==> config.mk <==
export PLATFORM = sky130hd
export DESIGN_NAME = packet_injector
export DESIGN_NICKNAME = d
export VERILOG_FILES = /design/src/rtl/noc_pkg.sv /design/src/rtl/inj_flit_counter.sv /design/src/rtl/noc_dff.sv /design/src/rtl/packet_injector.sv
export SDC_FILE = /design/constraint.sdc
export NUM_CORES = 1
export LEC_CHECK = 0
export CAP_MARGIN = 5
export CORE_MARGIN = 5
export CORE_UTILIZATION = 48
export CTS_CLUSTER_DIAMETER = 60
export DETAILED_ROUTE_END_ITERATION = 10
export PLACE_DENSITY_LB_ADDON = 0.25
export SLEW_MARGIN = 25
export SYNTH_ARGS = -nofsm -noshare
export SYNTH_HDL_FRONTEND = slang
export SYNTH_SLANG_ARGS = --single-unit
==> constraint.sdc <==
create_clock -name clk -period 2.1 [get_ports clk]
set_clock_uncertainty 0.1 [all_clocks]
set_input_delay 0.63 -clock clk [delete_from_list [all_inputs] [get_ports clk]]
set_output_delay 0.63 -clock clk [all_outputs]
set_load 0.02 [all_outputs]
==> src/rtl/noc_pkg.sv <==
// Shared NOC definitions used by both the injector and the arbiter-side
// packet tracker so that both ends agree on packet length and flit layout.
package noc_pkg;

    localparam int unsigned FLIT_WIDTH_DEFAULT = 8;
    localparam int unsigned DEST_WIDTH_DEFAULT = 4;
    localparam int unsigned PKT_FLITS_DEFAULT  = 5;

    // Flit indices inside a packet: index 0 is the head, the last is the tail.
    localparam int unsigned HEAD_IDX = 0;
    localparam int unsigned TAIL_IDX = PKT_FLITS_DEFAULT - 1;

    typedef logic [FLIT_WIDTH_DEFAULT-1:0] flit_t;

    typedef enum logic [0:0] {
        IDLE = 1'b0,
        SEND = 1'b1
    } inj_state_t;

endpackage

==> src/rtl/inj_flit_counter.sv <==
// Flit position counter for the packet injector. Counts 0..LAST and wraps
// back to 0 only from LAST, so unused codes are never visited. clr wins
// over inc.
module inj_flit_counter
    import noc_pkg::*;
#(
    parameter int unsigned CNT_W = $clog2(PKT_FLITS_DEFAULT),
    parameter int unsigned LAST  = TAIL_IDX
) (
    input  logic             clk,
    input  logic             reset,
    input  logic             inc,
    input  logic             clr,
    output logic [CNT_W-1:0] count,
    output logic             at_tail
);

    logic [CNT_W-1:0] count_nxt_s;

    assign at_tail = (count == CNT_W'(LAST));

    // Next-count selection: clear, advance (wrapping from LAST), or hold.
    always_comb begin
        count_nxt_s = count;
        if (clr) begin
            count_nxt_s = {CNT_W{1'b0}};
        end else if (inc) begin
            if (at_tail) begin
                count_nxt_s = {CNT_W{1'b0}};
            end else begin
                count_nxt_s = count + CNT_W'(1);
            end
        end else begin
            count_nxt_s = count;
        end
    end

    noc_dff #(
        .W (CNT_W)
    ) u_count_ff (
        .clk   (clk),
        .reset (reset),
        .d     (count_nxt_s),
        .q     (count)
    );

endmodule

==> src/rtl/noc_dff.sv <==
// Plain D flop with synchronous active-high reset to zero; the building
// block for small state registers in the NOC interface logic.
module noc_dff #(
    parameter int unsigned W = 1
) (
    input  logic         clk,
    input  logic         reset,
    input  logic [W-1:0] d,
    output logic [W-1:0] q
);

    // Capture d on each rising edge, clearing on reset.
    always_ff @(posedge clk) begin
        if (reset) begin
            q <= {W{1'b0}};
        end else begin
            q <= d;
        end
    end

endmodule

==> src/rtl/packet_injector.sv <==
// Packet injector: buffers one packet (destination + payload words) taken
// through a load handshake and serializes it onto the NOC link as
// PKT_FLITS flits (head first, tail last) under valid/ready flow control.
// All link-side outputs are registered, so they hold steady during stalls.
// Optional feature macro: PACKET_INJECTOR_PARITY_EN adds a registered
// even-parity bit per flit; without it flit_parity_o is tied low.
module packet_injector
    import noc_pkg::*;
#(
    parameter int unsigned DATA_WIDTH = FLIT_WIDTH_DEFAULT,
    parameter int unsigned DEST_WIDTH = DEST_WIDTH_DEFAULT,
    parameter int unsigned PKT_FLITS  = PKT_FLITS_DEFAULT
) (
    input  logic                              clk,
    input  logic                              reset,
    input  logic                              pkt_valid_i,
    output logic                              pkt_ready_o,
    input  logic [DEST_WIDTH-1:0]             pkt_dest_i,
    input  logic [(PKT_FLITS-1)*DATA_WIDTH-1:0] pkt_payload_i,
    output logic                              flit_valid_o,
    input  logic                              flit_ready_i,
    output logic [DATA_WIDTH-1:0]             flit_data_o,
    output logic                              flit_head_o,
    output logic                              flit_tail_o,
    output logic                              pkt_sent_o,
    output logic                              flit_parity_o
);

    localparam int unsigned CNT_W = $clog2(PKT_FLITS);
    localparam int unsigned PAY_W = (PKT_FLITS - 1) * DATA_WIDTH;

    inj_state_t         state_r;
    logic [PAY_W-1:0]   payload_r;
    logic [CNT_W-1:0]   count_s;
    logic               at_tail_s;
    logic               load_s;
    logic               xfer_s;
    logic               inc_s;
    logic               clr_s;
    logic               next_tail_s;
    logic [DATA_WIDTH-1:0] head_data_s;
    logic [DATA_WIDTH-1:0] next_word_s;

    // Handshake decode and next-flit selection. While showing flit k
    // (k = count), the flit that follows is payload word k.
    always_comb begin
        load_s      = pkt_valid_i & pkt_ready_o;
        xfer_s      = flit_valid_o & flit_ready_i;
        inc_s       = xfer_s & ~at_tail_s;
        clr_s       = load_s | (xfer_s & at_tail_s);
        head_data_s = DATA_WIDTH'(pkt_dest_i);
        next_word_s = payload_r[32'(count_s) * DATA_WIDTH +: DATA_WIDTH];
        next_tail_s = (count_s == CNT_W'(PKT_FLITS - 2));
    end

    inj_flit_counter #(
        .CNT_W (CNT_W),
        .LAST  (PKT_FLITS - 1)
    ) u_flit_counter (
        .clk     (clk),
        .reset   (reset),
        .inc     (inc_s),
        .clr     (clr_s),
        .count   (count_s),
        .at_tail (at_tail_s)
    );

    // Injector FSM with registered link and load-side outputs.
    always_ff @(posedge clk) begin
        if (reset) begin
            state_r      <= IDLE;
            payload_r    <= {PAY_W{1'b0}};
            pkt_ready_o  <= 1'b1;
            flit_valid_o <= 1'b0;
            flit_data_o  <= {DATA_WIDTH{1'b0}};
            flit_head_o  <= 1'b0;
            flit_tail_o  <= 1'b0;
            pkt_sent_o   <= 1'b0;
        end else begin
            pkt_sent_o <= 1'b0;
            case (state_r)
                IDLE: begin
                    if (load_s) begin
                        state_r      <= SEND;
                        payload_r    <= pkt_payload_i;
                        pkt_ready_o  <= 1'b0;
                        flit_valid_o <= 1'b1;
                        flit_data_o  <= head_data_s;
                        flit_head_o  <= 1'b1;
                        flit_tail_o  <= 1'b0;
                    end
                end
                SEND: begin
                    if (xfer_s) begin
                        if (at_tail_s) begin
                            state_r      <= IDLE;
                            pkt_ready_o  <= 1'b1;
                            flit_valid_o <= 1'b0;
                            flit_data_o  <= {DATA_WIDTH{1'b0}};
                            flit_head_o  <= 1'b0;
                            flit_tail_o  <= 1'b0;
                            pkt_sent_o   <= 1'b1;
                        end else begin
                            flit_data_o  <= next_word_s;
                            flit_head_o  <= 1'b0;
                            flit_tail_o  <= next_tail_s;
                        end
                    end
                end
                default: begin
                    state_r      <= IDLE;
                    pkt_ready_o  <= 1'b1;
                    flit_valid_o <= 1'b0;
                    flit_data_o  <= {DATA_WIDTH{1'b0}};
                    flit_head_o  <= 1'b0;
                    flit_tail_o  <= 1'b0;
                end
            endcase
        end
    end

`ifdef PACKET_INJECTOR_PARITY_EN
    function automatic logic even_parity(input logic [DATA_WIDTH-1:0] d);
        return ^d;
    endfunction

    // Parity register loaded in step with flit_data_o so it tracks the
    // flit through stalls and drops to 0 whenever the link is idle.
    always_ff @(posedge clk) begin
        if (reset) begin
            flit_parity_o <= 1'b0;
        end else if ((state_r == IDLE) && load_s) begin
            flit_parity_o <= even_parity(head_data_s);
        end else if ((state_r == SEND) && xfer_s) begin
            flit_parity_o <= at_tail_s ? 1'b0 : even_parity(next_word_s);
        end else begin
            flit_parity_o <= flit_parity_o;
        end
    end
`else
    assign flit_parity_o = 1'b0;
`endif

endmodule

==> results of run 1 <==
[layout by cell type (no fill, tap or decap), types with 4 or more instances in the layout]
cell	Yosys	routed
buf_4	6	5
inv_1	7	7
nor2_1	5	5
a221oi_2	4	4
o21ai_0	6	6
dfxtp_1	49	49
clkdlybuf4s50_1	0	50
a21oi_1	39	39
mux2_1	4	4
clkbuf_8	0	5
a32oi_1	4	4
nand2_1	70	70
[power breakdown]
group / switching [W] / leakage [nW] / internal (W)
registers: 0.0000391 / 0.401 / 0.000990
clock network: 0.000316 / 0.0554 / 0.000358
logic: 0.000164 / 0.572 / 0.000176
[what timing repair did]
action                                  4_1_cts  5_1_grt
gates resized for setup                       2        0
endpoints found under the setup margin        2        0
buffers inserted                              0        0
[cell type report]
class                      instances  area, µm²  share of cell area (%)
multi-input combinational        165       1010                    36.1
sequential                        49        981                    35.2
timing repair buffer              59        596                    21.4
clock buffer                       6       72.6                    2.60
tap                               52       65.1                    2.33
clock inverter                     2       38.8                    1.39
inverter                           7       26.3                   0.943
[Yosys cell counts (2+ instances only)]
library cell and n:
a21oi_1 39, and2_1 2, ha_1 3, a221oi_2 4
or3_1 2, buf_6 2, clkbuf_1 6, and3b_1 2
mux2_2 3, inv_1 7, mux4_2 3, nand3_1 2
nor2_1 5, buf_4 6, a22oi_1 3, o21ai_0 6
dfxtp_1 49, mux2_1 4, nand2_1 70, a32oi_1 4
buf_2 3
[worst register-to-register path, delay by kind of cell, from the launching register on]
kind,cells,cell delay [ns]
AO/OA/AOI/OAI,1,0.14
adder cells (fa/ha/maj),1,0.22
AND/OR/NAND/NOR,2,0.51
flip-flops,1,0.60
buffers and inverters,1,0.09
[state kept, by name, summed over array words and instances (netlist names)]
| signal | flops |
|---|---|
| flit_head_o | 1 |
| flit_data_o | 8 |
| pkt_sent_o | 1 |
| pkt_ready_o | 1 |
| state_r | 1 |
| flit_valid_o | 1 |
| payload_r | 32 |
| u_flit_counter.u_count_ff.q | 3 |
| flit_tail_o | 1 |
[layer usage]
layer	vias up	wire, µm
li1	916	-
met1	839	2170
met2	57	2160
met3	5	346
met4	0	57
met5	-	0
[logic make-up (layout without fill, tap and decap cells)]
| family | after synthesis | after routing | synth area share, % |
|---|---|---|---|
| compound gates | 60 | 60 | 17.9 |
| buf+inv | 25 | 74 | 6.36 |
| flops | 49 | 49 | 46.2 |
| simple gates | 89 | 89 | 18.8 |
| other cells | 1 | 1 | 0.177 |
| fa+ha+maj | 3 | 3 | 1.77 |
| mux | 12 | 12 | 8.84 |
[metrics by stage]
step,power [W],hold WS [ns],instances
final,0.00204,0.359,340
after global routing,0.00213,0.370,340
after CTS,0.00206,0.358,340
after detailed placement,0.00140,0.345,332
after global placement,0.00139,0.339,332
after floorplan,0.00124,0.332,239
[worst min-delay path by stage]
| stage | endpoint | startpoint |
|---|---|---|
| 2_1_floorplan | payload_r[20] | payload_r[20] |
| 3_3_place_gp | payload_r[12] | payload_r[12] |
| 3_5_place_dp | payload_r[17] | payload_r[17] |
| 4_1_cts | payload_r[17] | payload_r[17] |
| 5_1_grt | payload_r[24] | payload_r[24] |
| 6_report | payload_r[8] | payload_r[8] |
==> impl_metrics.toml, run 1 <==
[clocking]
cts_max_level = 2
cts_tree = "done"
root_buffer = "clkbuf_8"
cts_buffer_depth = 2
cts_num_sinks = 49
clk_pin_slew_ns = 0.09
clock_latency_ns = 0.30
cts_hold_buf = 0
cts_made_buffers = 5

[global_route]
grt.met2_usage_pct = 25.7
antenna_found_initial = 0
grtUsageTotal_pct = 16.4
grt-ovfl-total = 0
grt_max_degree = 48
gr-max-usage-layer = "met2"
grt_pass1_vias = 1653
use_met3_pct = 4.61
grtUsageMet1_pct = 21.6
grt_pass1_wl_um = 7810

[synthesis]
synth.distinct_cells = 35
synth_edf_count = 0
ys_seq_elements = 49
netlist_instances = 239
yosysTopAreaCell = "dfxtp_1"
yosysWarnings = 0
avgSynthCellArea_um2 = 8.88
synth_top_area_share_pct = 46.2
syn_area_um2 = 2120
synth-async-reset-ratio_pct = 0
syn_nets = 282
synthFlopType = "dfxtp_1"
synthTopCellsByArea = "dfxtp_1, nand2_1, a21oi_1"
synth_seq_area_share_pct = 46.2

[setup_path]
critPathMaxStageDelay_ns = 0.61
crit_path_start_kind = "flop"
cp-end-kind = "primary output"
rr_startpoint = "u_flit_counter.u_count_ff.q[0]"
crit_arrival_ns = 1.27
setup.worst_path.end = "flit_data_o[4]"
crit_path_start = "flit_data_o[4]"
critical_path.top_delay_family = "buffers and inverters"
crit_required_ns = 1.37
worst-path-buf-inv = 1
crit_type = "flop to primary output"
worstRegToRegCells = 5
slowest_stage = "clkdlybuf4s50_1"
worst-path-stages = 1
rrSetupSlack_ns = 0.37
crit_chain = "clkdlybuf4s50_1"
critPathMaxFanout = 2
rr_endpoint = "u_flit_counter.u_count_ff.q[2]"

[routing]
first_iter_violations = 147
postRouteWirelength_um = 4740
wl_per_cell_um = 13.9
vias = 1817
drtPass1Iterations = 4
ant_nets = 0
drc = 0
via_per_inst = 5.34

[sta]
final.period_utilization_pct = 95.0
fmax_mhz = 501
rsz0062_at_grt = "no"
setup_viol = 0
tns_ns = 0
slew_violations = 0
final_hold_viol_count = 0
fin_ws_ns = 0.104
period_minus_slack_ns = 2.00

[floorplan]
rows = 24
die_width_um = 76.5
dieArea_um2 = 5850
core_um2 = 4320
dieHeight_um = 76.5
start_util_pct = 49.1
ioPinCount = 54

[finish]
fin_nets = 330
nFillCells = 389
n_antenna_cell = 0
syn2layout_area_growth_pct = 31.2
drive_gt1_share_pct = 9.72
fin_area_um2 = 2790
post-route-util_pct = 64.4

[job]
maxCapViolations = 0

[placed_design]
io_buffer_count = 52
pre_cts_slack_ns = 0.0526
placed_cell_area_um2 = 2680
hpwl_um = 3380
gp_congestion = 0.796

[hold_path]
holdPathStages = 2
hold_path_class = "flop to flop"

[power]
leakage_nw = 1.03
powerDensity_nw_per_um2 = 733
ir_drop_mv = 0.374

[run_status]
status = "complete, no violations"
Note: power is estimated with default switching activity, not from simulation.
==> run 2, diff against run 1 <==
--- a/config.mk
+++ b/config.mk
@@ -8,6 +8,7 @@
 export CAP_MARGIN = 5
 export CORE_MARGIN = 5
 export CORE_UTILIZATION = 48
+export CTS_BUF_LIST = sky130_fd_sc_hd__clkbuf_16
 export CTS_CLUSTER_DIAMETER = 60
 export DETAILED_ROUTE_END_ITERATION = 10
 export PLACE_DENSITY_LB_ADDON = 0.25
==> run 2 against run 1 <==
- sequential cell count is the same
- fmax is 1.0% higher
- global-route usage rose by 0.44 points
- sequential power about the same
- die area stayed put
- total power grew 11%
- core utilization grew 1.5 points
- final cell count stayed put
- clock-buffer cell count is 1 lower
- via count is 0.50% lower
- critical endpoint unchanged
- first-iteration DRC count decreased by 9.5%
==> impl_metrics.toml, run 2 (synthesis results as in run 1) <==
[run_status]
status = "complete, no violations"

[clocking]
cts_hold_buf = 0
clock_latency_ns = 0.29
cts_max_level = 2
cts_made_buffers = 5
cts_tree = "done"
root_buffer = "clkbuf_16"
cts_num_sinks = 49
clk_pin_slew_ns = 0.07
cts_setup_buffers = 0
cts_buffer_depth = 2

[setup_path]
crit_path_start_kind = "flop"
crit_arrival_ns = 1.25
critical_path.top_delay_family = "buffers and inverters"
slowest_stage = "clkdlybuf4s50_1"
crit_path_start = "flit_data_o[4]"
critPathMaxFanout = 2
crit_type = "flop to primary output"
cp-end-kind = "primary output"
worst-path-buf-inv = 1
crit_required_ns = 1.37
rr_startpoint = "u_flit_counter.u_count_ff.q[0]"
crit_chain = "clkdlybuf4s50_1"
critPathMaxStageDelay_ns = 0.61

[finish]
n_antenna_cell = 0
layout_common_cells = "nand2_1, clkdlybuf4s50_1, dfxtp_1"
nFillCells = 390
largest-register = "payload_r"
mostFrequentLayoutCell = "nand2_1"
syn2layout_area_growth_pct = 34.2
fin_nets = 330
drive_gt1_share_pct = 9.72
reg.largest.list = "payload_r (32), flit_data_o (8), u_flit_counter.u_count_ff.q (3)"
largest_register_ff_count = 32

[sta]
final.period_utilization_pct = 94.1
final_hold_viol_count = 0
period_minus_slack_ns = 1.98
rsz0062_at_grt = "no"
tns_ns = 0
slew_violations = 0
setup_viol = 0
whs_ns = 0.355
fmax_mhz = 506
fin_ws_ns = 0.125

[routing]
ant_nets = 0
vias = 1808
drc = 0
first_iter_violations = 133
drtPass1Iterations = 4
postRouteWirelength_um = 4860
via_per_inst = 5.32
wl_per_cell_um = 14.3

[hold_path]
holdCritStartpoint = "payload_r[24]"
hold_path_class = "flop to flop"

[floorplan]
start_util_pct = 49.1
dieHeight_um = 76.5
rows = 24
ioPinCount = 54
die_width_um = 76.5
dieArea_um2 = 5850
core_um2 = 4320

[placed_design]
gp_congestion = 0.796
io_buffer_count = 52
hpwl_um = 3380
pre_cts_slack_ns = 0.0526

[job]
maxCapViolations = 0

[power]
ir_drop_mv = 0.482
powerDensity_nw_per_um2 = 798
leakage_nw = 1.07

[global_route]
grtUsageTotal_pct = 16.8
grt-ovfl-total = 0
grt_max_degree = 48
antenna_found_initial = 0
grt_pass1_wl_um = 8020
grt_pass1_vias = 1687
## run 2: timing repair
item,in CTS,in global routing
setup endpoints to repair,0,2
endpoints found under the hold margin,0,0
gates resized for setup,0,2
## run 2: stage by stage
stage	util, %	instances	cell area [µm²]	power (W)
floorplan	-	239	2120	0.00124
global placement	61.9	332	2680	0.00139
detailed placement	61.9	332	2680	0.00140
CTS	65.8	340	2850	0.00229
global route	65.9	340	2850	0.00237
finish	65.9	340	2850	0.00227
## run 2: path summary, 6_finish.rpt
path                                         end  slack [ns]  depth (start not counted)
setup / recovery                  flit_data_o[4]        0.12                          1
hold reg to reg                    payload_r[24]        0.35                          2
hold / removal                     payload_r[24]        0.35                          2
setup reg to reg  u_flit_counter.u_count_ff.q[2]        0.38                          5
## run 2: area by class of cell
class / count / area (µm²) / area share, %
timing repair buffer: 59 / 603 / 21.2
tap: 52 / 65.1 / 2.28
inverter: 7 / 26.3 / 0.922
clock inverter: 3 / 42.5 / 1.49
multi-input combinational: 165 / 1010 / 35.3
sequential: 49 / 981 / 34.4
clock buffer: 5 / 125 / 4.39
## run 2: power by group
part | total, W | internal [W] | switching [W]
Sequential | 0.00103 | 0.000991 | 0.0000402
Combinational | 0.000344 | 0.000178 | 0.000166
Clock | 0.000900 | 0.000560 | 0.000340
Total | 0.00227 | 0.00173 | 0.000547
## run 2: metal layers
layer  track usage, %  up-vias  wire length [µm]
met4             5.24        0                74
met3             5.20        7               303
met5                0        -                 0
met2             26.1       53              2200
li1                 -      913                 -
met1             22.4      835              2280
==> run 3, diff against run 2 <==
--- a/config.mk
+++ b/config.mk
@@ -12,6 +12,8 @@
 export CTS_CLUSTER_DIAMETER = 60
 export DETAILED_ROUTE_END_ITERATION = 10
 export PLACE_DENSITY_LB_ADDON = 0.25
+export RECOVER_POWER = 50
+export SKIP_LAST_GASP = 1
 export SLEW_MARGIN = 25
 export SYNTH_ARGS = -nofsm -noshare
 export SYNTH_HDL_FRONTEND = slang
==> constraint.sdc (replaced) <==
create_clock -name clk -period 2.25 [get_ports clk]
set_clock_uncertainty 0.1 [all_clocks]
set_input_delay 0.675 -clock clk [delete_from_list [all_inputs] [get_ports clk]]
set_output_delay 0.675 -clock clk [all_outputs]
set_load 0.02 [all_outputs]
==> run 3 against run 2 <==
- worst setup slack got worse by 0.011 ns
- first-iteration DRC count increased by 6.0%
- largest power group unchanged
- final cell count unchanged
- sequential share of layout area increased by 0.091 points
- core utilization decreased by 0.17 points
- worst hold slack got worse by 0.00064 ns
- sequential cell count unchanged
- clock power decreased by 9.9%
- highest routed layer unchanged
- die area unchanged
- critical path depth unchanged
- sequential power decreased by 7%
==> impl_metrics.toml, run 3 (synthesis results as in run 1) <==
[placed_design]
gp_congestion = 0.803
io_buffer_count = 52
hpwl_um = 3540
pre_cts_slack_ns = 0.124

[power]
intPower_w = 0.00161
power_frac_seq_pct = 46.0
p_switching_w = 0.000488
ir_drop_mv = 0.376
power_frac_clock_pct = 38.7
leakage_nw = 1.05
switching_share_pct = 23.3
combPwrFrac_pct = 15.3
powerDensity_nw_per_um2 = 736

[global_route]
grt_pass1_wl_um = 7920
antenna_found_initial = 0
grt_pass1_vias = 1657
grtUsageTotal_pct = 16.6
grt-ovfl-total = 0
grt_max_degree = 35

[clocking]
clk_pin_slew_ns = 0.06
cts_tree = "done"
root_buffer = "clkbuf_16"
cts_buffer_depth = 2
cts_hold_buf = 0
cts_setup_buffers = 0
cts_max_level = 2
cts_made_buffers = 5
ctsResizeCount = 0
cts_num_sinks = 49
clock_latency_ns = 0.28

[finish]
nFillCells = 382
largest-register = "payload_r"
drive_gt1_share_pct = 10.1
largest_register_ff_count = 32
mostFrequentLayoutCell = "nand2_1"
fin_nets = 331
regArea_um2 = 981
multi_input_area_um2 = 1010
layout_common_cells = "nand2_1, clkdlybuf4s50_1, dfxtp_1"
reg.largest.list = "payload_r (32), flit_data_o (8), u_flit_counter.u_count_ff.q (3)"
post-route-util_pct = 65.7
n_antenna_cell = 0
syn2layout_area_growth_pct = 33.9

[setup_path]
critPathMaxStageDelay_ns = 0.65
crit_type = "flop to primary output"
cp-end-kind = "primary output"
slowest_stage = "clkdlybuf4s50_1"
critPathMaxFanout = 7
critical_path.top_delay_family = "buffers and inverters"
crit_arrival_ns = 1.36
crit_chain = "clkdlybuf4s50_1"
crit_path_start_kind = "flop"
crit_required_ns = 1.47
worst-path-buf-inv = 1

[floorplan]
die_width_um = 76.5
dieArea_um2 = 5850
core_um2 = 4320
dieHeight_um = 76.5
start_util_pct = 49.1
ioPinCount = 54
rows = 24

[routing]
postRouteWirelength_um = 4860
vias = 1751
ant_nets = 0
drtPass1Iterations = 4
wl_per_cell_um = 14.3
first_iter_violations = 141
via_per_inst = 5.15
drc = 0

[sta]
rsz0062_at_grt = "no"
period_minus_slack_ns = 2.14
setup_viol = 0
fin_ws_ns = 0.114
final_hold_viol_count = 0
slew_violations = 0
final.period_utilization_pct = 94.9
fmax_mhz = 468
tns_ns = 0

[run_status]
status = "complete, no violations"

[hold_path]
hold_path_class = "flop to flop"

[job]
maxCapViolations = 0
-- run 3: power groups by stage --
| stage | registers [W] | clock network, W | logic, W |
|---|---|---|---|
| after CTS | 0.000962 | 0.000819 | 0.000324 |
| after detailed placement | 0.000981 | 0 | 0.000322 |
| after global routing | 0.000968 | 0.000844 | 0.000350 |
| after floorplan | 0.000985 | 0 | 0.000176 |
| final | 0.000962 | 0.000811 | 0.000320 |
| after global placement | 0.000977 | 0 | 0.000316 |
-- run 3: worst paths after layout --
kind	slack (ns)	start	endpoint	cells past startpoint
max	0.11	flit_valid_o	flit_valid_o	1
min	0.35	payload_r[17]	payload_r[17]	2
max reg2reg	0.49	u_flit_counter.u_count_ff.q[0]	u_flit_counter.u_count_ff.q[2]	5
min reg2reg	0.35	payload_r[17]	payload_r[17]	2
-- run 3: layout make-up --
class | count | share of cell area [%]
Clock buffer | 5 | 4.40
Clock inverter | 2 | 1.23
Inverter | 7 | 0.924
Multi-Input combinational cell | 165 | 35.4
Sequential cell | 49 | 34.5
Tap cell | 52 | 2.29
Timing Repair Buffer | 60 | 21.2
-- run 3: per-layer routing --
| metal | up-vias | part of all wire, % | track usage [%] |
|---|---|---|---|
| met4 | 0 | 1.2 | 4.72 |
| met2 | 46 | 47 | 27.4 |
| met3 | 4 | 5.1 | 4.49 |
| li1 | 916 | - | - |
| met5 | - | 0 | 0 |
| met1 | 785 | 46 | 21.3 |
-- run 3: per-stage QoR --
step / hold WS (ns) / cells / power (W) / area (µm²)
2_1_floorplan: 0.332 / 239 / 0.00116 / 2120
3_3_place_gp: 0.340 / 333 / 0.00129 / 2690
3_5_place_dp: 0.348 / 333 / 0.00130 / 2690
6_report: 0.354 / 340 / 0.00209 / 2840
5_1_grt: 0.371 / 340 / 0.00216 / 2840
4_1_cts: 0.356 / 340 / 0.00211 / 2850
